`config.mk`:
```
export PLATFORM = sky130hd
export DESIGN_NAME = strip_frame_loader
export DESIGN_NICKNAME = d
export VERILOG_FILES = /design/src/rtl/strip_pkg.sv /design/src/rtl/strip_position_counter.sv /design/src/rtl/strip_frame_loader.sv
export SDC_FILE = /design/constraint.sdc
export NUM_CORES = 1
export LEC_CHECK = 0
export ABC_AREA = 1
export BUFFER_PORTS_ARGS = -buffer_cell sky130_fd_sc_hd__buf_2
export CAP_MARGIN = 20
export CORE_MARGIN = 2
export CORE_UTILIZATION = 45
export CTS_BUF_LIST = sky130_fd_sc_hd__clkbuf_8
export DETAILED_ROUTE_END_ITERATION = 10
export PLACE_DENSITY = 0.69
export SLEW_MARGIN = 20
export SYNTH_ARGS = -nofsm -noshare
export SYNTH_HDL_FRONTEND = slang
export SYNTH_HIERARCHICAL = 1
export SYNTH_SLANG_ARGS = --single-unit
```
`constraint.sdc`:
```
create_clock -name clk_i -period 2.7 [get_ports clk_i]
set_clock_uncertainty 0.05 [all_clocks]
set_input_delay 0.27 -clock clk_i [delete_from_list [all_inputs] [get_ports clk_i]]
set_output_delay 0.27 -clock clk_i [all_outputs]
set_load 0.02 [all_outputs]
```
`src/rtl/strip_pkg.sv`:
```
// Shared types and helpers for the strip frame loader.
package strip_pkg;

  localparam int unsigned LED_ADDR_W = 9;
  localparam int unsigned COLOR_W    = 8;

  typedef enum logic [1:0] {
    StIdle = 2'd0,
    StLoad = 2'd1,
    StDone = 2'd2
  } state_e;

  // Width needed to index n items, never less than one bit.
  function automatic int unsigned clog2_min1(input int unsigned n);
    int unsigned w;
    w = 0;
    for (int unsigned i = 0; i < 31; i++) begin
      if ((32'd1 << i) < n) w = i + 1;
    end
    return (w == 0) ? 1 : w;
  endfunction

endpackage

```
`src/rtl/strip_position_counter.sv`:
```
// LED position / strip index pair walking the frame in raster order.
module strip_position_counter
  import strip_pkg::*;
#(
  parameter int unsigned STRIP_COUNT = 8,
  parameter int unsigned LED_COUNT   = 240,
  parameter int unsigned StripW      = 3
) (
  input  logic                  clk_i,
  input  logic                  rst_n_i,
  input  logic                  clear_i,    // back to strip 0, LED 0
  input  logic                  restart_i,  // position following strip 0, LED 0
  input  logic                  advance_i,  // step past the current position
  output logic [LED_ADDR_W-1:0] led_pos_o,
  output logic [StripW-1:0]     strip_idx_o,
  output logic                  last_o
);

  localparam logic [LED_ADDR_W-1:0] LastPos   = LED_ADDR_W'(LED_COUNT - 1);
  localparam logic [StripW-1:0]     LastStrip = StripW'(STRIP_COUNT - 1);

  logic [LED_ADDR_W-1:0] pos_q, pos_d, base_pos, step_pos;
  logic [StripW-1:0]     strip_q, strip_d, base_strip, step_strip;

  // Next position: step from either the current slot or from (0,0) on restart.
  always_comb begin
    base_pos   = restart_i ? '0 : pos_q;
    base_strip = restart_i ? '0 : strip_q;
    if (base_pos == LastPos) begin
      step_pos   = '0;
      step_strip = base_strip + 1'b1;
    end else begin
      step_pos   = base_pos + 1'b1;
      step_strip = base_strip;
    end
    pos_d   = pos_q;
    strip_d = strip_q;
    if (clear_i) begin
      pos_d   = '0;
      strip_d = '0;
    end else if (restart_i || advance_i) begin
      pos_d   = step_pos;
      strip_d = step_strip;
    end
  end

  // Position registers.
  always_ff @(posedge clk_i or negedge rst_n_i) begin
    if (!rst_n_i) begin
      pos_q   <= '0;
      strip_q <= '0;
    end else begin
      pos_q   <= pos_d;
      strip_q <= strip_d;
    end
  end

  assign led_pos_o   = pos_q;
  assign strip_idx_o = strip_q;
  assign last_o      = (pos_q == LastPos) && (strip_q == LastStrip);

endmodule

```
`src/rtl/strip_frame_loader.sv`:
```
// Frame sequencer: distributes a raster pixel stream over the strip pixel RAMs.
module strip_frame_loader
  import strip_pkg::*;
#(
  parameter int unsigned STRIP_COUNT = 8,
  parameter int unsigned LED_COUNT   = 240
) (
  input  logic                   clk_i,
  input  logic                   rst_n_i,
  input  logic                   enable_i,
  input  logic                   pixel_valid_i,
  output logic                   pixel_ready_o,
  input  logic                   pixel_sof_i,
  input  logic [COLOR_W-1:0]     pixel_r_i,
  input  logic [COLOR_W-1:0]     pixel_g_i,
  input  logic [COLOR_W-1:0]     pixel_b_i,
  output logic [COLOR_W-1:0]     pixel_r_o,
  output logic [COLOR_W-1:0]     pixel_g_o,
  output logic [COLOR_W-1:0]     pixel_b_o,
  output logic [LED_ADDR_W-1:0]  led_address_o,
  output logic [STRIP_COUNT-1:0] led_address_valid_o,
  output logic                   busy_o,
  output logic                   frame_done_o,
  output logic                   sync_err_o
);

  localparam int unsigned StripW      = clog2_min1(STRIP_COUNT);
  localparam bit          SinglePixel = (STRIP_COUNT * LED_COUNT) == 1;

  state_e                state_q, state_d;
  logic                  accept;
  logic                  cnt_clear, cnt_restart, cnt_advance, cnt_last;
  logic [LED_ADDR_W-1:0] led_pos;
  logic [StripW-1:0]     strip_idx;

  logic                   wr;
  logic [StripW-1:0]      wr_strip;
  logic [LED_ADDR_W-1:0]  wr_addr;
  logic                   err;
  logic [STRIP_COUNT-1:0] strobe_d, strobe_q;
  logic [LED_ADDR_W-1:0]  addr_q;
  logic [COLOR_W-1:0]     r_q, g_q, b_q;
  logic                   err_q;

  assign pixel_ready_o = enable_i && (state_q != StDone);
  assign accept        = pixel_valid_i && pixel_ready_o;

  strip_position_counter #(
    .STRIP_COUNT (STRIP_COUNT),
    .LED_COUNT   (LED_COUNT),
    .StripW      (StripW)
  ) u_pos (
    .clk_i       (clk_i),
    .rst_n_i     (rst_n_i),
    .clear_i     (cnt_clear),
    .restart_i   (cnt_restart),
    .advance_i   (cnt_advance),
    .led_pos_o   (led_pos),
    .strip_idx_o (strip_idx),
    .last_o      (cnt_last)
  );

  // Next state, counter control and write decode.
  always_comb begin
    state_d     = state_q;
    cnt_clear   = 1'b0;
    cnt_restart = 1'b0;
    cnt_advance = 1'b0;
    wr          = 1'b0;
    wr_strip    = strip_idx;
    wr_addr     = led_pos;
    err         = 1'b0;
    unique case (state_q)
      StIdle: begin
        if (accept) begin
          if (pixel_sof_i) begin
            wr       = 1'b1;
            wr_strip = '0;
            wr_addr  = '0;
            if (SinglePixel) begin
              state_d = StDone;
            end else begin
              cnt_restart = 1'b1;
              state_d     = StLoad;
            end
          end else begin
            // Orphan pixel: swallowed so the source can drain to the next frame.
            err = 1'b1;
          end
        end
      end
      StLoad: begin
        if (accept) begin
          wr = 1'b1;
          if (pixel_sof_i) begin
            // Early start of frame: restart the frame with this pixel.
            err         = 1'b1;
            wr_strip    = '0;
            wr_addr     = '0;
            cnt_restart = 1'b1;
          end else if (cnt_last) begin
            cnt_clear = 1'b1;
            state_d   = StDone;
          end else begin
            cnt_advance = 1'b1;
          end
        end
      end
      StDone: begin
        cnt_clear = 1'b1;
        state_d   = StIdle;
      end
      default: begin
        cnt_clear = 1'b1;
        state_d   = StIdle;
      end
    endcase
  end

  // One-hot strobe for the addressed strip.
  always_comb begin
    strobe_d = '0;
    for (int unsigned i = 0; i < STRIP_COUNT; i++) begin
      strobe_d[i] = wr && (wr_strip == StripW'(i));
    end
  end

  // State and output registers; data/address hold between writes.
  always_ff @(posedge clk_i or negedge rst_n_i) begin
    if (!rst_n_i) begin
      state_q  <= StIdle;
      strobe_q <= '0;
      addr_q   <= '0;
      r_q      <= '0;
      g_q      <= '0;
      b_q      <= '0;
      err_q    <= 1'b0;
    end else begin
      state_q  <= state_d;
      strobe_q <= strobe_d;
      err_q    <= err;
      if (wr) begin
        addr_q <= wr_addr;
        r_q    <= pixel_r_i;
        g_q    <= pixel_g_i;
        b_q    <= pixel_b_i;
      end
    end
  end

  assign pixel_r_o           = r_q;
  assign pixel_g_o           = g_q;
  assign pixel_b_o           = b_q;
  assign led_address_o       = addr_q;
  assign led_address_valid_o = strobe_q;
  assign sync_err_o          = err_q;
  assign busy_o              = (state_q == StLoad);
  assign frame_done_o        = (state_q == StDone);

endmodule

```
# Yosys cells after proc, flatten, opt, wreduce, memory -nomap -nowiden
# Index checks and enable logic that the tools add are counted.
[classes]
mux = 36
multipliers = 0
add_sub_neg = 2
eq_ne = 18
n_shift = 0
magnitude_cmp = 0
div = 0
reduce_logical = 17
n_bitwise = 0
[ops]
columns = ["op", "n"]
rows = [
  ["9-bit two-way mux", 7],
  ["3-bit two-way mux", 7],
  ["9-bit by 8-bit == test with 1-bit output (second input constant)", 2],
  ["3-bit == test (second input constant)", 5],
  ["1-bit two-way mux", 13],
  ["1-bit logical AND", 11],
  ["2-bit two-way mux", 5],
  ["9-bit by 1-bit adder with 9-bit output (second input constant)", 1],
  ["2-bit inequality test (second input constant)", 4],
  ["3-bit by 2-bit == test with 1-bit output (second input constant)", 2],
  ["1-bit case mux with 2 select lines", 3],
  ["5-bit AND reduction", 1],
  ["2-bit by 1-bit inequality test with 1-bit output (second input constant)", 2],
  ["2-bit case mux with 2 select lines", 1],
  ["3-bit by 1-bit adder with 3-bit output (second input constant)", 1],
  ["3-bit by 1-bit == test with 1-bit output (second input constant)", 1],
  ["3-bit logical NOT", 1],
  ["2-bit by 1-bit == test with 1-bit output (second input constant)", 1],
  ["2-bit == test (second input constant)", 1],
  ["2-bit logical NOT", 1],
  ["2-bit nonzero test", 1],
  ["2-bit OR reduction", 1],
  ["1-bit logical OR", 1],
]
[totals]
regBits = 56
input_bits = 29
mem_bits_ro = 0
ramBits = 0
latchBits = 0
n_memories = 0

# Depth between registers and ports, before layout
# Gate-level depths: netlist of the first run.
[depth]
word_depth = 10
ltp_mapped = 13
depth_no_buf = 12

# Modules after synthesis
# The synthesis of the first run kept the hierarchy.
[by_module_without_submodules]
columns = ["mod", "cells_per_inst", "area_per_inst_um2", "n_inst"]
rows = [
  ["strip_frame_loader", 196, 1885.6, 1],
  ["strip_position_counter", 124, 862.1, 1],
]

# Least setup slack after synthesis of the first run
# No wires, ideal clock.
[synth_timing]
path_kind = "register to register"
start = "reg u_pos.pos_q[4], in the netlist u_pos/led_pos_o[4]"
end = "reg u_pos.strip_q[1], in the netlist u_pos/strip_idx_o[1]"
path_buffers = 1
path_stages_with_launch = 12
t_arrival_ps = 1875
period_less_slack_ps = 2041
setup_time_ps = 117
required_ps = 2533
setup_slack_ps = 659
cell_sequence = "dfrtp_1 -> buf_2 -> nor2_1 -> inv_1 -> nor4_1 -> nand3_1 -> o21ai_0 -> o21bai_1 -> o21bai_2 -> nand2_2 -> nand2_1 -> nand2_1"
[synth_rtl]
columns = ["item", "line_no", "text"]
rows = [
  ["from (decl)", "strip_position_counter.sv:22", "logic [LED_ADDR_W-1:0] pos_q, pos_d, base_pos, step_pos;"],
  ["from (signal assigned)", "strip_position_counter.sv:53", "pos_q <= pos_d;"],
  ["9-bit by 8-bit == test with 1-bit output (*)", "strip_position_counter.sv:60", "assign last_o = (pos_q == LastPos) && (strip_q == LastStrip);"],
  ["1-bit logical AND (*)", "strip_position_counter.sv:60", ""],
  ["via cnt_last", "strip_frame_loader.sv:32", "logic cnt_clear, cnt_restart, cnt_advance, cnt_last;"],
  ["1-bit two-way mux (*)", "strip_frame_loader.sv:101", "end else if (cnt_last) begin"],
  ["1-bit two-way mux (*)", "strip_frame_loader.sv:95", "if (pixel_sof_i) begin"],
  ["1-bit two-way mux (*)", "strip_frame_loader.sv:93", "if (accept) begin"],
  ["1-bit case mux with 2 select lines (*)", "strip_frame_loader.sv:73", "unique case (state_q)"],
  ["via cnt_clear", "strip_frame_loader.sv:32", ""],
  ["3-bit two-way mux or 2-bit nonzero test (tied branches)", "n/a", ""],
  ["to (signal assigned)", "strip_position_counter.sv:54", "strip_q <= strip_d;"],
  ["to (decl)", "strip_position_counter.sv:23", "logic [StripW-1:0] strip_q, strip_d, base_strip, step_strip;"],
]
# The timed path passes the listed nets; every way through them passes the cells marked *. The select of a mux whose other input is x is not followed.
# A chain may end at the register's enable or synchronous reset.

# Final worst setup path of the first run
# Same ends and word-level chain as after synthesis.

==> results.md, run 1 <==
* Status: finished clean
* Worst setup path end: u_pos/strip_idx_o[1]
* Post-synthesis async set-or-reset flop share at between 90% and 100%
* Via density at between 5 and 6
* Final cell count without fillers at 470
* Fin crit period at roughly 2.3 ns
* Final WL at between 6 and 7 mm
* Core area at about 0.0059 sq mm
* Post-synth EDFFs at 0
* Clock buffer depth at 2
* Crit path max fanout at 9
* Top-count cell post-synth: nand2_1
* Switching pwr at about 0.67 mW
* CP endpoint kind: flop
* Synthesized instance count at 320
* Yosys reg bits at 56
* Global placement routability congestion at around 0.85
* Syn avg cell area at approximately 8.6 sq um
* Clk slew on worst S/H paths at about 0.10 ns
* Final #Nets at 425
* Routed len/inst at between 10 and 15 um
* Finished layout cell area at about 0.0032 sq mm
* Pwr Total at roughly 1.9 mW
* Final Hold Fails at 0
* Routed Antenna Nets at 0
* Reg2reg start: u_pos/led_pos_o[4]
* Initial Utilization at between 40% and 50%
* Yosys Warn Count at 6
* Reg2reg path depth at 10
* CTS Sinks at 56
* Flop pwr share at about half
* WP data required at ~2.9 ns
* CTS Buf Count at 5
* Largest cells by area after synthesis: dfrtp_1 (51%), nand2_1 (14%), nand3_1 (7.8%)
* Post-CTS Setup Inserts at 0
* Sequential share of the synthesized area at between 50% and 60%
* Pin count of the biggest net entering global routing at between 40 and 50
* Vias in the first global route at around 2,200
* Crit share post-route at 85.7%
* Via Count at about 2,400
* Share of layout cells above drive strength 1 at between 30% and 40%
* Grt total ovfl at 0
* Synth top area share at between 50% and 60%
* Syn Nets at about 350
* Pre-Repair DR Iteration Count at 6
* Ports at between 70 and 80
* Comb power frac at between 20% and 30%
* Critical Path AT at 2.46 ns
* Die ar. at 0.00675 sq mm
* Die X-Extent at between 80 and 90 um
* Number of port buffers at 73
* H-tree levels at 2
* Die Ht at around 82 um
* Placed cell areas at ~0.0031 sq mm
* Crit path from: u_pos/led_pos_o[4]
* Pleak at about 1.8 nW
* Clock Latency Late Sink at around 0.3 ns
* Hold/Removal Path Class: in -> reg
* Worst rel slew slack at 71.5%
* Setup repair after global routing missed its margin: false
* Synth Cell Area at roughly 0.0027 sq mm
* Sw frac at about 34%
* Clock Power Share at 23.0%
* Tot GR Track Use at roughly a fifth
* Dpl cells at ~460
* Slew @ Worst Pin at between 0.4 and 0.5 ns
* FMAX at 432 MHz
* Drt initial violations at 90
* HPWL after DPL at roughly 4.5 mm
* Total negative slack at 0 ns
* Maximum vdd ir drop at 0.310 mV
* Initial antenna violation count at 0
* Commonest cells post-synth: nand2_1 (104), dfrtp_1 (56), nand3_1 (43), inv_1 (25), nor2_1 (24)
* R2R setup slack at 0.39 ns
* P_int at approximately 1.3 mW
* Crit start category: flop
* Post-synth top flop: dfrtp_1
* Unique masters post-synth at 36
* First-pass GRT wire length at 9.84 mm
* # DRC at 0
* Final setup fails at 0
* Root buffer cell: clkbuf_8
* Pins Over Slew Limit at 0
* TritonCTS clock tree: built
* Area growth syn-to-layout at 17.9%
* Rows at 28
* Reg-to-reg endpoint: u_pos/strip_idx_o[1]
* Setup Crit Path Kind: reg -> reg
* Synth area leader: dfrtp_1
* Cell Pwr Density at about 600 mW/mm^2
* Ant. Diodes at 0
* Maxcap violations at 0
==> routing by layer <==
layer  wire length (um)  track usage (%)
met5                  0                0
met4                 64             3.67
met3                382             3.59
met2               2870             32.9
met1               2720             24.2
==> how the worst min path moves through the flow <==
stage	from	end	slack (ns)	cells after the start
floorplan	rst_n_i	led_address_o[0]	-0.08	0
CTS	pixel_b_i[4]	pixel_b_o[4]	0.14	3
global route	pixel_b_i[4]	pixel_b_o[4]	0.14	3
finish	pixel_b_i[4]	pixel_b_o[4]	0.14	3
global placement	rst_n_i	pixel_b_o[5]	0.25	2
detailed placement	rst_n_i	pixel_b_o[5]	0.25	2
==> metrics by stage <==
stage                     utilization [%]  hold slack, ns  setup WS, ns
after detailed placement             52.9           0.251         0.375
after global routing                 54.7           0.140         0.113
final                                54.7           0.137         0.387
after global placement               52.9           0.250         0.504
after CTS                            54.6           0.138         0.334
after floorplan                         -         -0.0756         0.659
==> power by group through the flow <==
stage | logic [mW] | clock network (mW) | registers [mW]
2_1_floorplan | 0.225 | 0 | 1.12
3_3_place_gp | 0.493 | 0 | 1.02
3_5_place_dp | 0.500 | 0 | 1.02
4_1_cts | 0.502 | 0.455 | 1.00
5_1_grt | 0.557 | 0.498 | 1.02
6_report | 0.497 | 0.448 | 1.00
==> placed cells by master (no fill, tap or decap), types with 2 or more instances in the layout <==
| master | count |
|---|---|
| buf_4 | 5 |
| clkbuf_8 | 5 |
| a21oi_1 | 3 |
| nand2_2 | 8 |
| nand3_2 | 2 |
| nor2_4 | 2 |
| nand4_1 | 4 |
| buf_2 | 73 |
| o21ai_2 | 9 |
| ha_1 | 2 |
| nor2_2 | 3 |
| inv_1 | 26 |
| nand2_1 | 104 |
| nand3_1 | 43 |
| nor2_1 | 24 |
| dfrtp_1 | 56 |
| o22ai_1 | 4 |
| o21ai_0 | 3 |
==> logic make-up after synthesis <==
group,Yosys count,synth area share (%)
and+or+nand+nor,198,33.8
adders and majority gates,2,0.911
buffers and inverters,40,7.97
DFF,56,51.0
AOI/OAI and AO/OA,23,6.01
xor gates and xnor gates,1,0.319
==> critical path, cell delays in order, from the launching register on <==
cell	delay, ns
dfrtp_1	0.48
nor2_1	0.18
inv_1	0.08
nor4_2	0.34
nand3_1	0.19
o21ai_0	0.22
o21bai_1	0.21
o21bai_2	0.24
nand2_2	0.10
nand2_1	0.07
nand2_1	0.04
==> registers in the layout (all words and copies together), names as in the netlist <==
register,cells
pixel_g_o,8
sync_err_o,1
led_address_valid_o,8
led_address_o,9
pixel_b_o,8
pixel_r_o,8
u_pos/strip_idx_o,3
u_pos/led_pos_o,9
state_q,2
==> layout make-up <==
class	count	area (sq um)
Fill cell	555	2680
Clock inverter	3	20.0
Inverter	28	108
Sequential cell	56	1400
Clock buffer	5	68.8
Timing Repair Buffer	79	413
Tap cell	75	93.8
Multi-Input combinational cell	224	1130
==> timing repair <==
item                                    4_1_cts  5_1_grt
resized for setup                             0        1
hold buffers                                  1        0
hold endpoints to repair                     56        0
endpoints found under the setup margin        0        1
(Power assumes the default switching activity.)
==> run 2, diff against run 1 <==
--- a/config.mk
+++ b/config.mk
@@ -12,7 +12,7 @@
 export CORE_UTILIZATION = 45
 export CTS_BUF_LIST = sky130_fd_sc_hd__clkbuf_8
 export DETAILED_ROUTE_END_ITERATION = 10
-export PLACE_DENSITY = 0.69
+export PLACE_DENSITY = 0.7
 export SLEW_MARGIN = 20
 export SYNTH_ARGS = -nofsm -noshare
 export SYNTH_HDL_FRONTEND = slang
==> run 2 against run 1 <==
Against the previous run:
- global-route usage fell by 0.35 points
- sequential cell count did not move
- setup slack improved by 0.045 ns
- sequential share of layout area rose by 0.32 points
- final area fell by 0.73%
- power rose by 0.40%
- cell count fell by 0.43%
- maximum frequency rose by 2.0%
- largest power group unchanged
==> results.md, run 2 (synthesis gave the netlist of run 1 again) <==
* Crit share post-route at 84.0% (-1.7 points)
* Via density at 4.95 (-1.7%)
* Rows at 28 (unchanged)
* Maximum vdd ir drop at 0.266 mV (-14%)
* CTS Buf Count at 5 (unchanged)
* Core area at 0.00592 sq mm (unchanged)
* Metal2 WL at 2.82 mm (-1.9%)
* Clock buffer depth at 2 (unchanged)
* Ports at 74 (unchanged)
* Root buffer cell: clkbuf_8
* Final setup fails at 0 (unchanged)
* Number of port buffers at 73 (unchanged)
* Clk slew on worst S/H paths at 0.10 ns (about the same)
* CP endpoint kind: flop
* Routed len/inst at 12.6 um (-1.6%)
* Post-layout utilization of the core at 54.3% (-0.40 points)
* Worst rel slew slack at 53.9% (-18 points)
* Routed met3 length at 356 um (-6.8%)
* Pre-Repair DR Iteration Count at 4 (-2)
* First-pass GRT wire length at 9.67 mm (-1.7%)
* Pleak at 1.75 nW (-0.51%)
* Fin crit period at 2.27 ns (-0.0451 ns)
* HPWL after DPL at 4.34 mm (-3.3%)
* Top cell by count, worst path: nand2_1
* Top layer in use: met4
* Final #Nets at 423 (-0.47%)
* Tot GR Track Use at 18.4% (-0.35 points)
* FMAX at 441 MHz (+2.0%)
* Cell Pwr Density at 609 mW/mm^2 (+1.1%)
* Die Ht at 82.1 um (unchanged)
* Status: finished clean
* CTS Sinks at 56 (unchanged)
* Slew @ Worst Pin at 0.692 ns (+0.265 ns)
* Grt total ovfl at 0 (unchanged)
* Via Count at 2,315 (-2.1%)
* Pin count of the biggest net entering global routing at 57 (+33%)
* Commonest cells after routing, fill and taps aside: nand2_1 (104), buf_2 (73), dfrtp_1 (56), nand3_1 (43), inv_1 (26)
* Critical Path AT at 2.43 ns (-0.03 ns)
* Die ar. at 0.00675 sq mm (unchanged)
* Commonest non-fill, non-tap cell in the layout: nand2_1
* Pins Over Slew Limit at 0 (unchanged)
* Ant. Diodes at 0 (unchanged)
* H-tree levels at 2 (unchanged)
* Setup Crit Path Kind: reg -> reg
* Final Hold Fails at 0 (unchanged)
* Die X-Extent at 82.1 um (unchanged)
* Clock Latency Late Sink at 0.31 ns (about the same)
* Vias in the first global route at 2,194 (+2.0%)
* Initial Utilization at 46.4% (unchanged)
* Critical Path Max Stage Delay at 0.47 ns (about the same)
* TritonCTS clock tree: built
* Final WL at 5.92 mm (-2.0%)
* Routed Antenna Nets at 0 (unchanged)
* CTS Hold Bufs at 0 (-1)
* Hold/Removal Path Class: in -> async
* Area growth syn-to-layout at 17.0%
* Crit path max fanout at 9 (unchanged)
* Total negative slack at 0 ns (unchanged)
* Critical Path, Cell by Cell: nor2_1 > inv_1 > nor4_1 > nand3_1 > o21ai_0 > o21bai_1 > o21bai_2 > nand2_2 > nand2_1 > nand2_1
* Global placement routability congestion at 0.863 (+1.3%)
* Cts repair resizes at 0 (unchanged)
* # DRC at 0 (unchanged)
* Post-CTS Setup Inserts at 0 (unchanged)
* Crit start category: flop
* Drt initial violations at 122 (+36%)
* WP data required at 2.86 ns (about the same)
* Maxcap violations at 0 (unchanged)
* Initial antenna violation count at 0 (unchanged)
* Setup repair after global routing missed its margin: false
* Metal1 wirelength at 2.69 mm (-1.1%)
* Slowest CP cell: dfrtp_1
* Share of layout cells above drive strength 1 at 29.8% (-0.36 points)
## run 2: cell count changes in the layout (fill, tap and decap cells not counted)
cell / delta
nor4_1: +1
buf_4: -1
dlygate4sd3_1: -1
nor4_2: -1
## run 2: layout make-up
cell class / count / area, sq um
clock buffer: 5 / 68.8
clock inverter: 3 / 20.0
fill: 566 / 2710
inverter: 28 / 108
multi-input combinational: 224 / 1130
sequential: 56 / 1400
tap: 75 / 93.8
timing repair buffer: 77 / 395
## run 2: final timing paths
check / slack [ns] / startpoint / to / cells past startpoint
max in group asynchronous: 2.11 / rst_n_i / led_address_valid_o[5] / 2
min in group clk_i: 0.14 / pixel_g_i[7] / pixel_g_o[7] / 3
max: 0.43 / u_pos/led_pos_o[4] / u_pos/strip_idx_o[1] / 10
max reg2reg: 0.43 / u_pos/led_pos_o[4] / u_pos/strip_idx_o[1] / 10
min reg2reg: 0.43 / pixel_g_o[2] / pixel_g_o[2] / 2
min: 0.03 / rst_n_i / pixel_g_o[2] / 2
## run 2: per-stage QoR
stage / setup slack (ns) / area, sq um / hold WS, ns / total power, mW / instances
final: 0.432 / 3210 / 0.0294 / 1.96 / 468
after detailed placement: 0.448 / 3130 / 0.399 / 1.52 / 460
after floorplan: 0.659 / 2750 / -0.0756 / 1.35 / 320
after CTS: 0.421 / 3210 / 0.0568 / 1.97 / 468
after global routing: 0.187 / 3210 / 0.0775 / 2.07 / 468
after global placement: 0.564 / 3130 / 0.397 / 1.51 / 460
## run 2: worst max-delay path: cells and delay by family, from the launching register on
family | cells | cell delay, ns
and+or+nand+nor | 6 | 0.91
AOI/OAI and AO/OA | 3 | 0.67
DFF | 1 | 0.47
buffers and inverters | 1 | 0.07
## run 2: report_power, final
group | leakage (nW) | internal, mW | switching (mW) | total (mW)
Clock | 0.0455 | 0.182 | 0.274 | 0.456
Combinational | 0.973 | 0.160 | 0.338 | 0.498
Sequential | 0.734 | 0.940 | 0.0627 | 1.00
## run 2: metal layers
| metal | GRT usage, % | vias up |
|---|---|---|
| met5 | 0 | - |
| met4 | 4.50 | 0 |
| met3 | 3.70 | 7 |
| met2 | 32.4 | 81 |
| met1 | 23.1 | 1067 |
| li1 | - | 1160 |
